===== src/rtl/stage2_pkg.sv =====
// stage2_pkg: shared state encoding and width/timeout defaults for the memory-access stage
package stage2_pkg;
  typedef enum logic [1:0] {IDLE, ACCESS, DONE} state_t;
  localparam int DATA_W_DEF  = 16;
  localparam int ADDR_W_DEF  = 16;
  localparam int TIMEOUT_DEF = 255;
endpackage


===== src/rtl/mem_handshake_fsm.sv =====
// mem_handshake_fsm: IDLE/ACCESS/DONE req-ready sequencer with registered req/busy/done/err
module mem_handshake_fsm
  import stage2_pkg::*;
#(
  parameter int TIMEOUT = TIMEOUT_DEF
) (
  input  logic clk,
  input  logic rst_n,
  input  logic start,
  input  logic ready,
  output logic accept,
  output logic complete,
  output logic req,
  output logic busy,
  output logic done,
  output logic err
);
  state_t state;
`ifdef MEM_TIMEOUT_EN
  localparam int CW = (TIMEOUT < 2) ? 1 : $clog2(TIMEOUT);
  logic [CW-1:0] cnt;
`endif
  assign accept   = start && state != ACCESS;
  assign complete = state == ACCESS && ready;
  always_ff @(posedge clk or negedge rst_n)
    if (!rst_n) begin
      state <= IDLE;
      req   <= 1'b0;
      busy  <= 1'b0;
      done  <= 1'b0;
      err   <= 1'b0;
`ifdef MEM_TIMEOUT_EN
      cnt   <= '0;
`endif
    end else if (accept) begin
      state <= ACCESS;
      req   <= 1'b1;
      busy  <= 1'b1;
      done  <= 1'b0;
      err   <= 1'b0;
`ifdef MEM_TIMEOUT_EN
      cnt   <= '0;
`endif
    end else if (complete) begin
      state <= DONE;
      req   <= 1'b0;
      busy  <= 1'b0;
      done  <= 1'b1;
`ifdef MEM_TIMEOUT_EN
    end else if (state == ACCESS && cnt == CW'(TIMEOUT - 1)) begin
      state <= DONE;
      req   <= 1'b0;
      busy  <= 1'b0;
      done  <= 1'b1;
      err   <= 1'b1;
    end else if (state == ACCESS) begin
      cnt   <= cnt + 1'b1;
`endif
    end else if (state == DONE) begin
      state <= IDLE;
      done  <= 1'b0;
    end
endmodule


===== src/rtl/stage2_register.sv =====
// stage2_register: enabled register with async active-low clear
//   clk, rst_n, en in; d[W] in; q[W] out
module stage2_register #(
  parameter int W = 16
) (
  input  logic         clk,
  input  logic         rst_n,
  input  logic         en,
  input  logic [W-1:0] d,
  output logic [W-1:0] q
);
  always_ff @(posedge clk or negedge rst_n)
    if (!rst_n) q <= '0;
    else if (en) q <= d;
endmodule


===== src/rtl/stage2_mem_access.sv =====
// stage2_mem_access: memory-access stage; one req/ready transaction per accepted start, MDR/IR capture
module stage2_mem_access
  import stage2_pkg::*;
#(
  parameter int DATA_W  = DATA_W_DEF,
  parameter int ADDR_W  = ADDR_W_DEF,
  parameter int TIMEOUT = TIMEOUT_DEF
) (
  input  logic              CLK,
  input  logic              reset,
  input  logic [ADDR_W-1:0] addr_in,
  input  logic [DATA_W-1:0] wdata_in,
  input  logic              mem_start,
  input  logic              mem_we,
  input  logic              IRw,
  input  logic [DATA_W-1:0] mem_rdata,
  input  logic              mem_ready,
  output logic [ADDR_W-1:0] mem_addr,
  output logic [DATA_W-1:0] mem_wdata,
  output logic              mem_req,
  output logic              mem_wen,
  output logic [DATA_W-1:0] ir_out,
  output logic [DATA_W-1:0] mdr_out,
  output logic [DATA_W-1:0] mem_out,
  output logic              mem_busy,
  output logic              mem_done,
  output logic              mem_err
);
  logic       accept, complete;
  logic [1:0] ctl;
  mem_handshake_fsm #(.TIMEOUT(TIMEOUT)) u_fsm (
    .clk(CLK), .rst_n(reset), .start(mem_start), .ready(mem_ready),
    .accept(accept), .complete(complete), .req(mem_req), .busy(mem_busy),
    .done(mem_done), .err(mem_err)
  );
  stage2_register #(.W(ADDR_W)) u_addr (.clk(CLK), .rst_n(reset), .en(accept), .d(addr_in), .q(mem_addr));
  stage2_register #(.W(DATA_W)) u_wdata (.clk(CLK), .rst_n(reset), .en(accept), .d(wdata_in), .q(mem_wdata));
  stage2_register #(.W(2)) u_ctl (.clk(CLK), .rst_n(reset), .en(accept), .d({mem_we, IRw}), .q(ctl));
  assign mem_wen = ctl[1];
  stage2_register #(.W(DATA_W)) u_mdr (.clk(CLK), .rst_n(reset), .en(complete && !ctl[1]), .d(mem_rdata), .q(mdr_out));
  stage2_register #(.W(DATA_W)) u_ir (.clk(CLK), .rst_n(reset), .en(complete && !ctl[1] && ctl[0]), .d(mem_rdata), .q(ir_out));
  assign mem_out = mdr_out;
endmodule


===== config.mk =====
export PLATFORM = sky130hd
export DESIGN_NAME = stage2_mem_access
export DESIGN_NICKNAME = d
export VERILOG_FILES = /design/src/rtl/stage2_pkg.sv /design/src/rtl/mem_handshake_fsm.sv /design/src/rtl/stage2_register.sv /design/src/rtl/stage2_mem_access.sv
export SDC_FILE = /design/constraint.sdc
export NUM_CORES = 1
export LEC_CHECK = 0
export CORE_UTILIZATION = 29
export CTS_BUF_LIST = sky130_fd_sc_hd__clkbuf_8 sky130_fd_sc_hd__clkbuf_16
export CTS_CLUSTER_SIZE = 24
export DETAILED_ROUTE_END_ITERATION = 10
export PLACE_DENSITY = 0.73
export SKIP_LAST_GASP = 1
export SLEW_MARGIN = 20
export SYNTH_ARGS = -nofsm -noshare
export SYNTH_HDL_FRONTEND = slang
export SYNTH_SLANG_ARGS = --single-unit

===== constraint.sdc =====
create_clock -name CLK -period 2.1 [get_ports CLK]
set_clock_uncertainty 0.1 [all_clocks]
set_input_delay 0.63 -clock CLK [delete_from_list [all_inputs] [get_ports CLK]]
set_output_delay 0.63 -clock CLK [all_outputs]
set_load 0.02 [all_outputs]

==> results.sh, run 1 <==
export IMPL_peakVddDrop_v=0.000862
export IMPL_clk_pin_slew_ps=70
export IMPL_cap_violations=0
export IMPL_layout_setup_ws_ps=61.9
export IMPL_area_delta_synth_final_pct=62.5
export IMPL_synth_xor_area_share_pct=0
export IMPL_synth_area_leaders="dfrtp_1 (63%), mux2_2 (27%), buf_4 (5.7%)"
export IMPL_grt_pass1_wl_mm=9.65
export IMPL_synth_warnings=0
export IMPL_met2WireLength_mm=2.92
export IMPL_crit_slowest_cell="clkdlybuf4s50_1"
export IMPL_via_per_inst=4.24
export IMPL_drtAntennaViolNets=0
export IMPL_io_buffers=137
export IMPL_n_fill_cell=826
export IMPL_drive_gt1_share_pct=30.1
export IMPL_routabilityCongestion=0.700
export IMPL_cts_setup_buffers=0
export IMPL_htreeDepth=3
export IMPL_place_area_um2=4190
export IMPL_hp_class="in -> async"
export IMPL_crit_path_max_incr_delay_ps=620
export IMPL_hold_viol=0
export IMPL_multiInputGateArea_um2=843
export IMPL_cts_resized_gates=3
export IMPL_worstSetupPathType="reg -> out"
export IMPL_synth_edf_count=0
export IMPL_crit_fanout=3
export IMPL_synth_area_per_cell_um2=16.0
export IMPL_clock_root_buffer="clkbuf_8"
export IMPL_syn_nets=227
export IMPL_io_pins=139
export IMPL_timing_fmax_ghz=0.491
export IMPL_final_max_slew_viol_count=0
export IMPL_synth_cell_types=16
export IMPL_synth_area_mux_share_pct=26.9
export IMPL_total_leakage_power_nw=2.13
export IMPL_yosys_area_share_simple_pct=2.72
export IMPL_setup_viol=0
export IMPL_antenna_found_initial=0
export IMPL_worstPathRequired_ps=1370
export IMPL_core_area_um2=9240
export IMPL_wire_per_inst_um=13.7
export IMPL_cp_top_family="buffers and inverters"
export IMPL_p_per_area_nw_per_um2=1650
export IMPL_status="finished clean"
export IMPL_yosysTopAreaCell="dfrtp_1"
export IMPL_yosys_most_used_dff="dfrtp_1"
export IMPL_cp_buffers_inverters=1
export IMPL_drt_total_wl_mm=6.00
export IMPL_synthArstFlopShare_pct=100
export IMPL_place_ws_ps=-184
export IMPL_first_pass_iters=4
export IMPL_synthAdderAreaFrac_pct=0
export IMPL_path_cells="clkdlybuf4s50_1"
export IMPL_finalPower_mw=7.39
export IMPL_layout_min_cycle_time_ps=2040
export IMPL_synth_top_cell_area_share_pct=62.5
export IMPL_first_iter_violations=17
export IMPL_hold_ws_ps=231
export IMPL_via_count=1857
export IMPL_diodes=0
export IMPL_rsz0062_at_grt="no"
export IMPL_grt_use_total_pct=12.7
export IMPL_cts_sinks=69
export IMPL_overflow=0
export IMPL_end_kind="output port"
export IMPL_cp_start_kind="flip-flop"
export IMPL_synth_seq_cells=69
export IMPL_wl_met3_um=646
export IMPL_synthTopCellsByCount="dfrtp_1 (69), mux2_2 (66), buf_4 (21)"
export IMPL_grt_pass1_vias=1996
export IMPL_regArea_um2=1730
export IMPL_grt_max_degree=38
export IMPL_die_width_um=99.6
export IMPL_numCtsBuffers=9
export IMPL_die_h_um=99.6
export IMPL_synth_top_family_by_area="multiplexers"
export IMPL_tns_ps=0
export IMPL_ys_seq_area_share_pct=62.5
export IMPL_cts_buffer_depth=2
export IMPL_arrival_ps=1310
export IMPL_final_area_um2=4490
export IMPL_synth_compound_area_share_pct=0.770
export IMPL_tritoncts="yes"
export IMPL_yosysMostFrequentCell="dfrtp_1"
export IMPL_route_detailed_drc=0
export IMPL_syn_area_um2=2760
export IMPL_wl_met1_mm=2.36
export IMPL_fin_crit_sh_pct=97.1
export IMPL_postSynthCellCount=173
export IMPL_maxUsedRoutingLayer="met4"
export IMPL_ctsHoldBuffers=0
export IMPL_rows=35
export IMPL_nets=358
export IMPL_clkLatencyLatePin_ps=330
export IMPL_hpwl_mm=4.38
export IMPL_die_area_um2=9920
export IMPL_start_util_pct=29.9
[kinds of logic (layout without fill, tap and decap cells)]
family | Yosys count | in the layout
AO/OA/AOI/OAI | 4 | 4
buffers and inverters | 25 | 161
flip-flops | 69 | 69
multiplexers | 66 | 66
other | 1 | 1
AND/OR/NAND/NOR | 8 | 8
[metrics by stage]
step	utilization (%)	instances
4_1_cts	47.7	438
3_3_place_gp	45.3	422
3_5_place_dp	45.3	422
6_report	48.6	438
2_1_floorplan	-	173
5_1_grt	48.6	438
[routing by layer]
metal / vias up / track usage (%)
li1: 840 / -
met1: 911 / 14.0
met2: 96 / 21.3
met3: 10 / 6.75
met4: 0 / 3.73
met5: - / 0
[state kept, by name, indices dropped and copies added, names as in the netlist]
| signal | cells |
|---|---|
| u_addr.q | 16 |
| u_ctl.q | 2 |
| u_ir.q | 16 |
| u_mdr.q | 16 |
| u_fsm.state | 2 |
| u_wdata.q | 16 |
| u_fsm.busy | 1 |
[area by class of cell]
cell class	count	area share, %
Inverter	2	0.167
Timing Repair Buffer	143	34.0
Clock buffer	10	3.07
Sequential cell	69	38.5
Multi-Input combinational cell	79	18.8
Clock inverter	6	1.92
Tap cell	129	3.60
[cells in the final DEF, fill, tap and decap left out, drive strengths merged, types with 3 or more instances in the layout]
cell,synthesis,layout
clkbuf,0,10
o21ai,3,3
clkinv,0,3
mux2,66,66
dlymetal6s2s,0,32
dfrtp,69,69
clkdlybuf4s50,0,101
buf,23,7
dlygate4sd2,0,3
[worst paths after layout]
| check | to | slack [ps] | depth (start not counted) | startpoint |
|---|---|---|---|---|
| setup / recovery | mdr_out[5] | 60 | 1 | u_mdr.q[5] |
| hold / removal | u_ir.q[6] | 230 | 2 | reset |
| setup reg to reg | u_ir.q[3] | 520 | 4 | u_fsm.state[1] |
| hold reg to reg | u_wdata.q[7] | 410 | 1 | u_wdata.q[7] |
| max in group asynchronous | u_wdata.q[2] | 1300 | 2 | reset |
| min in group CLK | u_wdata.q[7] | 410 | 1 | u_wdata.q[7] |
[power breakdown]
group	internal, mW	leakage [nW]	switching, mW
clock network	0.699	0.112	0.486
logic	2.05	1.20	1.78
registers	2.00	0.813	0.374
total	4.75	2.13	2.64
No activity file was read; power rests on OpenSTA's default activity.
==> run 2, diff against run 1 <==
--- a/config.mk
+++ b/config.mk
@@ -5,11 +5,13 @@
 export SDC_FILE = /design/constraint.sdc
 export NUM_CORES = 1
 export LEC_CHECK = 0
-export CORE_UTILIZATION = 29
+export CELL_PAD_IN_SITES_DETAIL_PLACEMENT = 1
+export CELL_PAD_IN_SITES_GLOBAL_PLACEMENT = 2
+export CORE_UTILIZATION = 25
 export CTS_BUF_LIST = sky130_fd_sc_hd__clkbuf_8 sky130_fd_sc_hd__clkbuf_16
 export CTS_CLUSTER_SIZE = 24
 export DETAILED_ROUTE_END_ITERATION = 10
-export PLACE_DENSITY = 0.73
+export PLACE_DENSITY = 0.91
 export SKIP_LAST_GASP = 1
 export SLEW_MARGIN = 20
 export SYNTH_ARGS = -nofsm -noshare
==> results.sh, run 2 (synthesized netlist as in run 1, its figures left out) <==
export IMPL_grt_pass1_wl_mm=11.1
export IMPL_p_per_area_nw_per_um2=1650
export IMPL_die_area_um2=11500
export IMPL_rsz0062_at_grt="no"
export IMPL_first_pass_iters=4
export IMPL_reg2reg_slack_ps=490
export IMPL_tns_ps=0
export IMPL_core_area_um2=10800
export IMPL_grt_use_total_pct=12.7
export IMPL_start_util_pct=25.6
export IMPL_clkLatencyLatePin_ps=340
export IMPL_hold_ws_ps=209
export IMPL_crit_path_max_incr_delay_ps=610
export IMPL_drive_gt1_share_pct=29.8
export IMPL_die_h_um=107
export IMPL_cap_violations=0
export IMPL_multiInputGateArea_um2=843
export IMPL_peakVddDrop_v=0.000591
export IMPL_final_common_cell="clkdlybuf4s50_1"
export IMPL_drt_total_wl_mm=6.72
export IMPL_via_per_inst=4.18
export IMPL_arrival_ps=1320
export IMPL_io_buffers=137
export IMPL_grt_pass1_vias=2148
export IMPL_fin_crit_sh_pct=97.5
export IMPL_regArea_um2=1730
export IMPL_htreeDepth=3
export IMPL_route_detailed_drc=0
export IMPL_antenna_found_initial=0
export IMPL_numCtsBuffers=9
export IMPL_layout_min_cycle_time_ps=2050
export IMPL_grt_max_degree=70
export IMPL_path_cells="clkdlybuf4s50_1"
export IMPL_worstSetupPathType="reg -> out"
export IMPL_status="finished clean"
export IMPL_setup_viol=0
export IMPL_wire_per_inst_um=15.0
export IMPL_io_pins=139
export IMPL_n_fill_cell=1119
export IMPL_tritoncts="yes"
export IMPL_first_iter_violations=17
export IMPL_final_cell_mix="clkdlybuf4s50_1 (108), dfrtp_1 (69), mux2_2 (66), dlymetal6s2s_1 (22), clkbuf_8 (12)"
export IMPL_finalPower_mw=7.38
export IMPL_timing_fmax_ghz=0.488
export IMPL_die_width_um=107
export IMPL_diodes=0
export IMPL_drtAntennaViolNets=0
export IMPL_crit_fanout=3
export IMPL_clock_root_buffer="clkbuf_8"
export IMPL_cts_sinks=69
export IMPL_cp_top_family="buffers and inverters"
export IMPL_worstPathRequired_ps=1370
export IMPL_clk_pin_slew_ps=70
export IMPL_hpwl_mm=4.91
export IMPL_crit_slowest_cell="clkdlybuf4s50_1"
export IMPL_hp_class="in -> async"
export IMPL_layout_setup_ws_ps=52.0
export IMPL_nets=358
export IMPL_place_ws_ps=-206
export IMPL_cts_setup_buffers=0
export IMPL_hold_viol=0
export IMPL_routabilityCongestion=0.727
export IMPL_cts_buffer_depth=2
export IMPL_cp_buffers_inverters=1
export IMPL_end_kind="output port"
export IMPL_area_delta_synth_final_pct=62.0
export IMPL_via_count=1877
export IMPL_rows=38
export IMPL_cp_start_kind="flip-flop"
export IMPL_overflow=0
export IMPL_total_leakage_power_nw=2.03
export IMPL_final_max_slew_viol_count=0
run 2: worst register-to-register path, cell delays in order, from the launching register on:
cell      delay, ps
dfrtp_1         420
nand2b_2        240
nor3_4          210
buf_12          180
mux2_2          350
run 2: repair_timing:
item	4_1_cts	5_1_grt
hold buffers	0	0
setup endpoints to repair	7	26
gates resized for setup	6	22
pin swaps	0	0
gates cloned	0	0
run 2: path summary, 6_finish.rpt:
| path | from | endpoint | cells past startpoint |
|---|---|---|---|
| setup / recovery | u_mdr.q[13] | mdr_out[13] | 1 |
| hold / removal | reset | u_ir.q[0] | 2 |
| setup reg to reg | u_fsm.state[1] | u_ir.q[15] | 4 |
| hold reg to reg | u_wdata.q[11] | u_wdata.q[11] | 1 |
| max in group asynchronous | reset | u_wdata.q[5] | 2 |
| min in group CLK | u_wdata.q[11] | u_wdata.q[11] | 1 |
run 2: metal layers:
layer	vias up	track usage, %	wire length, um
met4	0	6.16	121
met2	95	20.9	3310
met5	-	0	0
met3	12	5.35	676
li1	835	-	-
met1	935	14.0	2610
run 2: stage by stage:
| step | std cells | utilization (%) | instance area (um^2) |
|---|---|---|---|
| 2_1_floorplan | 173 | - | 2760 |
| 3_3_place_gp | 433 | 39.0 | 4210 |
| 3_5_place_dp | 433 | 39.0 | 4210 |
| 4_1_cts | 449 | 40.9 | 4420 |
| 5_1_grt | 449 | 41.4 | 4470 |
| 6_report | 449 | 41.4 | 4470 |
run 2: final cells by class:
cell class	count	area share, %
flip-flops and latches	69	38.6
repair buffers	143	33.7
multi-input cells	79	18.9
well taps	140	3.92
clock buffers	12	3.69
clock inverters	4	1.03
inverters	2	0.168
run 2: power breakdown:
part	internal, mW	switching (mW)
Sequential	2.00	0.394
Combinational	2.05	1.80
Clock	0.640	0.484
Total	4.70	2.68
